===== config.mk =====
export PLATFORM = sky130hd
export DESIGN_NAME = matrix_loader
export DESIGN_NICKNAME = d
export VERILOG_FILES = /design/src/rtl/matrix_loader_pkg.sv /design/src/rtl/matrix_loader_line_bank.sv /design/src/rtl/matrix_loader.sv
export SDC_FILE = /design/constraint.sdc
export NUM_CORES = 2
export LEC_CHECK = 0
export CORE_AREA = 3 3 604 606
export CTS_BUF_LIST = sky130_fd_sc_hd__clkbuf_2 sky130_fd_sc_hd__clkbuf_4 sky130_fd_sc_hd__clkbuf_8
export DETAILED_ROUTE_END_ITERATION = 8
export DIE_AREA = 0 0 607 609
export GPL_TIMING_DRIVEN = 0
export HOLD_SLACK_MARGIN = 0.15
export PLACE_DENSITY = 0.45
export SYNTH_ARGS = -nofsm -noshare
export SYNTH_HDL_FRONTEND = slang
export SYNTH_HIERARCHICAL = 1
export SYNTH_SLANG_ARGS = --single-unit

===== constraint.sdc =====
create_clock -name clk -period 11.3 [get_ports clk]
set_clock_uncertainty 0.1 [all_clocks]
set_input_delay 1.695 -clock clk [delete_from_list [all_inputs] [get_ports clk]]
set_output_delay 1.695 -clock clk [all_outputs]
set_load 0.05 [all_outputs]

===== src/rtl/matrix_loader_pkg.sv =====
`default_nettype none
// ============================================================================
//  Module      : matrix_loader_pkg
//  Description : Shared frame geometry defaults and loader FSM state encoding
//  Revision    : 1.0 - initial release
// ============================================================================
package matrix_loader_pkg;

    // Frame geometry shared with the encoder and any other consumer
    localparam int unsigned ML_WIDTH = 25;
    localparam int unsigned ML_DEPTH = 64;

    // Launch sequencing states
    typedef enum logic [1:0] {
        ST_IDLE    = 2'd0,
        ST_ENC_RST = 2'd1,
        ST_GAP     = 2'd2,
        ST_RUN     = 2'd3
    } ml_state_e;

endpackage : matrix_loader_pkg
`default_nettype wire


===== src/rtl/matrix_loader_line_bank.sv =====
`default_nettype none
// ============================================================================
//  Module      : line_bank
//  Description : DEPTH x WIDTH register array, one write port and one
//                combinational read port. Contents are not reset.
//  Revision    : 1.0 - initial release
// ============================================================================
module line_bank
    import matrix_loader_pkg::*;
#(
    parameter  int unsigned WIDTH = ML_WIDTH,
    parameter  int unsigned DEPTH = ML_DEPTH,
    localparam int unsigned AW    = $clog2(DEPTH)
) (
    input  logic             clk,
    input  logic             we_i,
    input  logic [AW-1:0]    waddr_i,
    input  logic [WIDTH-1:0] wdata_i,
    input  logic [AW-1:0]    raddr_i,
    output logic [WIDTH-1:0] rdata_o
);

    logic [WIDTH-1:0] mem_q [DEPTH];

    // Line storage write port
    always_ff @(posedge clk) begin
        if (we_i) begin
            mem_q[waddr_i] <= wdata_i;
        end
    end

    // Zero-latency read port
    assign rdata_o = mem_q[raddr_i];

endmodule : line_bank
`default_nettype wire


===== src/rtl/matrix_loader.sv =====
`default_nettype none
// ============================================================================
//  Module      : matrix_loader
//  Description : Ping-pong frame loader feeding encoder_top. Collects lines
//                from a valid/ready stream into two banks and sequences the
//                encoder reset / start for each full bank.
//  Revision    : 1.0 - initial release
// ============================================================================
module matrix_loader
    import matrix_loader_pkg::*;
#(
    parameter  int unsigned WIDTH      = ML_WIDTH,
    parameter  int unsigned DEPTH      = ML_DEPTH,
    parameter  int unsigned RST_CYCLES = 2,
    parameter  int unsigned GAP_CYCLES = 2,
    localparam int unsigned AW         = $clog2(DEPTH)
) (
    input  logic             clk,
    input  logic             rst,
    input  logic             in_valid,
    output logic             in_ready,
    input  logic [WIDTH-1:0] in_data,
    output logic             enc_rst,
    output logic             start,
    input  logic             done,
    input  logic [AW-1:0]    cnt_value,
    output logic [WIDTH-1:0] line_in,
    output logic [15:0]      frames_done
);

    // Phase counter only has to span the longer of the two timed phases
    localparam int unsigned C_PH_MAX = (RST_CYCLES > GAP_CYCLES) ? RST_CYCLES : GAP_CYCLES;
    localparam int unsigned C_PH_W   = (C_PH_MAX > 1) ? $clog2(C_PH_MAX) : 1;

    ml_state_e          state_q, state_d;
    logic [C_PH_W-1:0]  phase_q, phase_d;
    logic [1:0]         full_q, full_d;
    logic               wr_bank_q, wr_bank_d;
    logic [AW-1:0]      wr_cnt_q, wr_cnt_d;
    logic               rd_bank_q, rd_bank_d;
    logic [15:0]        frames_q, frames_d;
    logic               enc_rst_q;
    logic               start_q;

    logic               w_accept;
    logic               w_clr_full;
    logic [1:0]         w_we;
    logic [AW-1:0]      w_raddr;
    logic [WIDTH-1:0]   w_rdata [2];

    assign in_ready = ~full_q[wr_bank_q];
    assign w_accept = in_valid & in_ready;
    assign w_we     = {w_accept & wr_bank_q, w_accept & ~wr_bank_q};

    // The encoder's counter points at the line it just consumed; serve the
    // next one, wrapping from the last line back to line 0.
    assign w_raddr  = cnt_value + AW'(1);

    for (genvar b = 0; b < 2; b++) begin : g_bank
        line_bank #(
            .WIDTH (WIDTH),
            .DEPTH (DEPTH)
        ) u_bank (
            .clk     (clk),
            .we_i    (w_we[b]),
            .waddr_i (wr_cnt_q),
            .wdata_i (in_data),
            .raddr_i (w_raddr),
            .rdata_o (w_rdata[b])
        );
    end

    assign line_in     = w_rdata[rd_bank_q];
    assign enc_rst     = enc_rst_q;
    assign start       = start_q;
    assign frames_done = frames_q;

    // Launch sequencing: wait for a full read bank, reset, gap, run to done
    always_comb begin
        state_d    = state_q;
        phase_d    = phase_q;
        rd_bank_d  = rd_bank_q;
        frames_d   = frames_q;
        w_clr_full = 1'b0;
        case (state_q)
            ST_IDLE: begin
                if (full_q[rd_bank_q]) begin
                    state_d = ST_ENC_RST;
                    phase_d = '0;
                end
            end
            ST_ENC_RST: begin
                if (phase_q == C_PH_W'(RST_CYCLES - 1)) begin
                    state_d = ST_GAP;
                    phase_d = '0;
                end else begin
                    phase_d = phase_q + C_PH_W'(1);
                end
            end
            ST_GAP: begin
                if (phase_q == C_PH_W'(GAP_CYCLES - 1)) begin
                    state_d = ST_RUN;
                    phase_d = '0;
                end else begin
                    phase_d = phase_q + C_PH_W'(1);
                end
            end
            ST_RUN: begin
                if (done) begin
                    state_d    = ST_IDLE;
                    w_clr_full = 1'b1;
                    rd_bank_d  = ~rd_bank_q;
                    frames_d   = frames_q + 16'd1;
                end
            end
            default: begin
                state_d = ST_IDLE;
                phase_d = '0;
            end
        endcase
    end

    // Write side bookkeeping; set and clear of full never hit the same bank
    always_comb begin
        full_d    = full_q;
        wr_bank_d = wr_bank_q;
        wr_cnt_d  = wr_cnt_q;
        if (w_accept) begin
            wr_cnt_d = wr_cnt_q + AW'(1);
            if (wr_cnt_q == AW'(DEPTH - 1)) begin
                full_d[wr_bank_q] = 1'b1;
                wr_bank_d         = ~wr_bank_q;
                wr_cnt_d          = '0;
            end
        end
        if (w_clr_full) begin
            full_d[rd_bank_q] = 1'b0;
        end
    end

    // State registers; outputs are registered from the next state so they
    // are glitch-free and enc_rst can be held high during reset.
    always_ff @(posedge clk or posedge rst) begin
        if (rst) begin
            state_q   <= ST_IDLE;
            phase_q   <= '0;
            full_q    <= 2'b00;
            wr_bank_q <= 1'b0;
            wr_cnt_q  <= '0;
            rd_bank_q <= 1'b0;
            frames_q  <= 16'd0;
            enc_rst_q <= 1'b1;
            start_q   <= 1'b0;
        end else begin
            state_q   <= state_d;
            phase_q   <= phase_d;
            full_q    <= full_d;
            wr_bank_q <= wr_bank_d;
            wr_cnt_q  <= wr_cnt_d;
            rd_bank_q <= rd_bank_d;
            frames_q  <= frames_d;
            enc_rst_q <= (state_d == ST_ENC_RST);
            start_q   <= (state_d == ST_RUN);
        end
    end

endmodule : matrix_loader
`default_nettype wire


* After elaboration in Yosys (flattened, before gate mapping)
Memory sizes are Yosys's and may differ from the RTL's.
Index checks and enable logic that the tools add are counted.
** Storage, ports and cells
- Memories :: 2
- Word-level logic and storage cells :: 74
- Bits in writable memories :: 3200
- Output and inout bits :: 44
- Register bits :: 31
- Bits of input ports :: 35
** Memories
- g_bank[0].u_bank.mem_q :: depth 64, bits a word 25, rd ports 1, clocked after Yosys merged registers in 0, wr ports 1, line matrix_loader_line_bank.sv:23 : logic [WIDTH-1:0] mem_q [DEPTH];
- g_bank[1].u_bank.mem_q :: depth 64, bits a word 25, rd ports 1, clocked after Yosys merged registers in 0, wr ports 1, line matrix_loader_line_bank.sv:23
** Cells by class
- Bitwise logic cells :: 10
- Add/subtract/negate cells :: 4
- Magnitude comparators :: 5
- Reduce and logical (&&, ||, !) cells :: 8
- Multiplexer cells :: 29
- Eq/ne operators :: 7
** Operators with widths (count)
- $mux 25 :: 3
- $add 16x1->16 const B :: 1
- $mux 1 :: 14
- $mux 2 :: 7
- $add 6x1->6 const B :: 2
- $pmux 2 s4 :: 1
- $eq 2x2->1 const B :: 3
- $eq 6x6->1 const B :: 1
- $mux 6 :: 1
- $reduce_and 2->1 :: 3
- $eq 2x1->1 const B :: 2
- $lt 1x2->1 const B :: 2
- $and 1x1->1 :: 3
- $not 1->1 :: 3
- $and 2x2->2 :: 1
- $demux 1 s1 :: 2
- $ge 1x1->1 const B :: 2
- $ge 2x2->1 const B :: 1
- $logic_and 1x1->1 :: 2
- $logic_not 2->1 :: 1
- $ne 2x2->1 const B :: 1
- $not 1->2 :: 1
- $not 2->2 :: 1
- $or 2x2->2 :: 1
- other kinds (4) :: 4

* Depth between registers and ports, before layout
- Depth in word-level cells :: 9
- Depth in mapped cells :: 13
- Mapped depth without buffers :: 9

* Hierarchy
Netlist, hierarchy kept.
** By module, submodules not included
- line_bank :: instances 2, sequential area each 48046.1 um^2, area each 61997.0 um^2, cells each 2825
- matrix_loader :: instances 1, sequential area each 777.0 um^2, area each 1870.5 um^2, cells each 178

* Worst setup path after synthesis
OpenSTA, ideal clock, no wires.
- Path kind :: in2out
- Start point :: input port cnt_value[0]
- End point :: output port line_in[10]
- Path buffers :: 3
- Slack :: 5485 ps
- Stages :: 11
- Required time :: 9505 ps
- Arrival :: 4020 ps
- Path through :: ha_1 -> nand3_1 -> xnor2_1 -> buf_4 -> buf_6 -> nor3b_1 -> buf_2 -> a22oi_1 -> o311ai_1 -> a21oi_1 -> mux2_2
** RTL lines
- from (decl) :: line matrix_loader.sv:26 : input logic [AW-1:0] cnt_value,
- to (decl) :: line matrix_loader.sv:27 : output logic [WIDTH-1:0] line_in,

==> run metrics <==
top_reg_cell synth edfxtp_1; final net count 6684; via count 62860; Critical-path top delay cell xor2_1; Final min period 10.25 ns; syn avg cell area 21.60 µm²; Detailed Place HPWL 249200 µm; antenna-violating nets left 0; Finish-stage setup viols 0; gr usage total 20.10%; grt met2 use 31.13%; clk root buf clkbuf_8; share of cells above drive strength 1 33.48%; max frequency 97.52 MHz; port bufs 78; vias per cell 5.320; unrepaired setup endpoints after global routing no; Sink Count 3231; CP startpoint kind input pin; initial antenna violation count 27; max incr delay on CP 0.91 ns; crit path capture type primary output; headroom to the max-slew limit -18.86%; Die Width 607 µm; PostCTS Resize Cnt 0; FILL cells 32050; Worst Hold Class reg2reg; period utilisation layout 90.75%; drc violations 0; max_cap viols 4; Post-CTS Setup Bufs 0; pin count of the biggest net entering global routing 93; CTS buffer count 555; YS warnings 6; final setup margin 1.046 ns; die area 369700 µm²; hold buffers post-CTS 0; DP Cell Count 10860; final hold viol count 0; CP cell instances clkdlybuf4s50_1 > nand3_1 > nor2_1 > xor2_1 > buf_4 > nor2b_1 > buf_2 > nor2b_1 > buf_1 > clkbuf_1 > a22oi_1 > o311ai_1 > a21oi_1 > mux2_2 > clkdlybuf4s50_1; met1 usage 28.51%; non-filler instance count after layout 11820; area grow syn2layout 17.36%; grt peak-use layer met2; Util after Layout 41.09%; initial core utilization 35.01%; Syn Nets 5870; GR Util met3 4.644%; DP Worst Slack 0.9470 ns; CP Data Required Time 9.51 ns; Final Max Slew Viols 7; htree depth 6; vias in the first global route 65110; Cell Rows 220; Synth Cell Area 125900 µm²; sequential area share after synthesis 76.96%; WL/cell 31.75 µm; Min Hold Slack 0.3953 ns; EDFF count, synth 3200; VDD IR max 0.0001147 V; CTS tree yes; global-route wire length before repair 519700 µm; FF-to-FF setup slack 7.49 ns; Clk Latency, worst-skew pair 1.13 ns; commonest non-fill, non-tap cell in the layout edfxtp_1; GRT Residual Overflow 0; Yosys reg bits 3231; commonest non-fill, non-tap cells in the layout 3200 x edfxtp_1, 604 x mux4_2, 564 x clkbuf_8; library cells used by synthesis 58; routability cong. 0.8650; Placement Cell Area 137300 µm²; 1st-iter DRT viols 6503; I/O pin cnt 79; Final Cell Area 147700 µm²; Post-synth ARST share 0.9595%; Clock transition at path regs 0.06 ns; crit path kind in2out; Crit Path Max Fanout 10; Power Density 179.4 nW/µm²; Die Y 609 µm; Clock Path Buffers 4; status complete, but fails checks; worst slew pin tran 1.755 ns; P_leak 46.56 nW; Gate Count Post-Synth 5828; Pre-antenna DRT Iters 5; arrival time worst endpoint 8.46 ns; failing checks max-capacitance violations, max-slew violations; drt total wl 375200 µm; Core Region 359500 µm²
[power by group]
group | internal [mW] | total [mW] | switching (mW)
clock network | 5.36 | 10.1 | 4.72
logic | 0.929 | 2.97 | 2.04
registers | 13.4 | 13.5 | 0.0766
[area by class of cell]
class,count,area (µm²),share of cell area [%]
antenna,12,30.03,0.02033
buffer,337,2374,1.607
clock buffer,747,9136,6.185
clock inverter,199,1206,0.8165
inverter,7,26.28,0.01779
multi-input combinational,2253,27770,18.80
sequential,3231,96870,65.58
tap,4773,5972,4.043
timing repair buffer,257,4330,2.932
[Yosys cell counts (53+ instances only)]
master       n  area, µm²
mux2_2     279       3142
edfxtp_1  3200      96090
clkbuf_1    98      367.9
o21ai_0     78      390.4
buf_6       59      664.4
nor3_1      53      265.3
a22oi_1     55      412.9
mux2i_1    264       2643
mux4_2     604      13600
nor2_1     194      728.2
o22ai_1    192       1201
buf_2      100      500.5
[kinds of logic (layout without fill, tap and decap cells)]
group / count (synthesis) / count (layout) / synth area share [%]
and+or+nand+nor: 452 / 452 / 1.782
buffers and inverters: 344 / 1547 / 1.907
AOI/OAI and AO/OA: 608 / 608 / 3.381
muxes: 1163 / 1163 / 15.74
other: 0 / 12 / 0
xor gates and xnor gates: 23 / 23 / 0.1600
adders and majority gates: 7 / 7 / 0.06958
DFF: 3231 / 3231 / 76.96
[path summary, 6_finish.rpt]
kind / from / to / cells after the start
setup / recovery: cnt_value[0] / line_in[19] / 15
min in group asynchronous: rst / frames_done[8]$_DFFE_PP0N_ / 2
setup reg to reg: wr_bank_q$_DFFE_PP0P_ / g_bank[0].u_bank/mem_q[46][13]$_DFFE_PP_ / 4
max in group asynchronous: rst / wr_cnt_q[3]$_DFFE_PP0N_ / 2
hold reg to reg: frames_done[15]$_DFFE_PP0N_ / frames_done[15]$_DFFE_PP0N_ / 1
hold / removal: frames_done[15]$_DFFE_PP0N_ / frames_done[15]$_DFFE_PP0N_ / 1
[through the flow]
step	TNS, ns	power [mW]
global placement	-3.995	16.53
CTS	0	26.85
global route	0	27.49
finish	0	26.50
floorplan	0	15.13
detailed placement	0	16.68
[metal layers]
| layer | vias to the layer above | routed length [µm] |
|---|---|---|
| met4 | 2 | 9871 |
| met2 | 1995 | 173400 |
| met1 | 34100 | 165000 |
| met5 | - | 7 |
| met3 | 529 | 26890 |
| li1 | 26240 | - |
[sequential cells by signal, summed over array words and instances (netlist names)]
signal	cells
enc_rst	1
frames_done	16
full_q	2
g_bank.u_bank/mem_q	3200
phase_q	1
rd_bank_q	1
start	1
state_q	2
wr_bank_q	1
wr_cnt_q	6
[critical path: cells and delay by family]
family / cells / cell delay (ns)
AO/OA/AOI/OAI: 3 / 1.17
XOR/XNOR: 1 / 0.91
buffers and inverters: 6 / 3.38
multiplexers: 1 / 0.39
AND/OR/NAND/NOR: 4 / 0.86
Power figures use the tool's default switching activity.
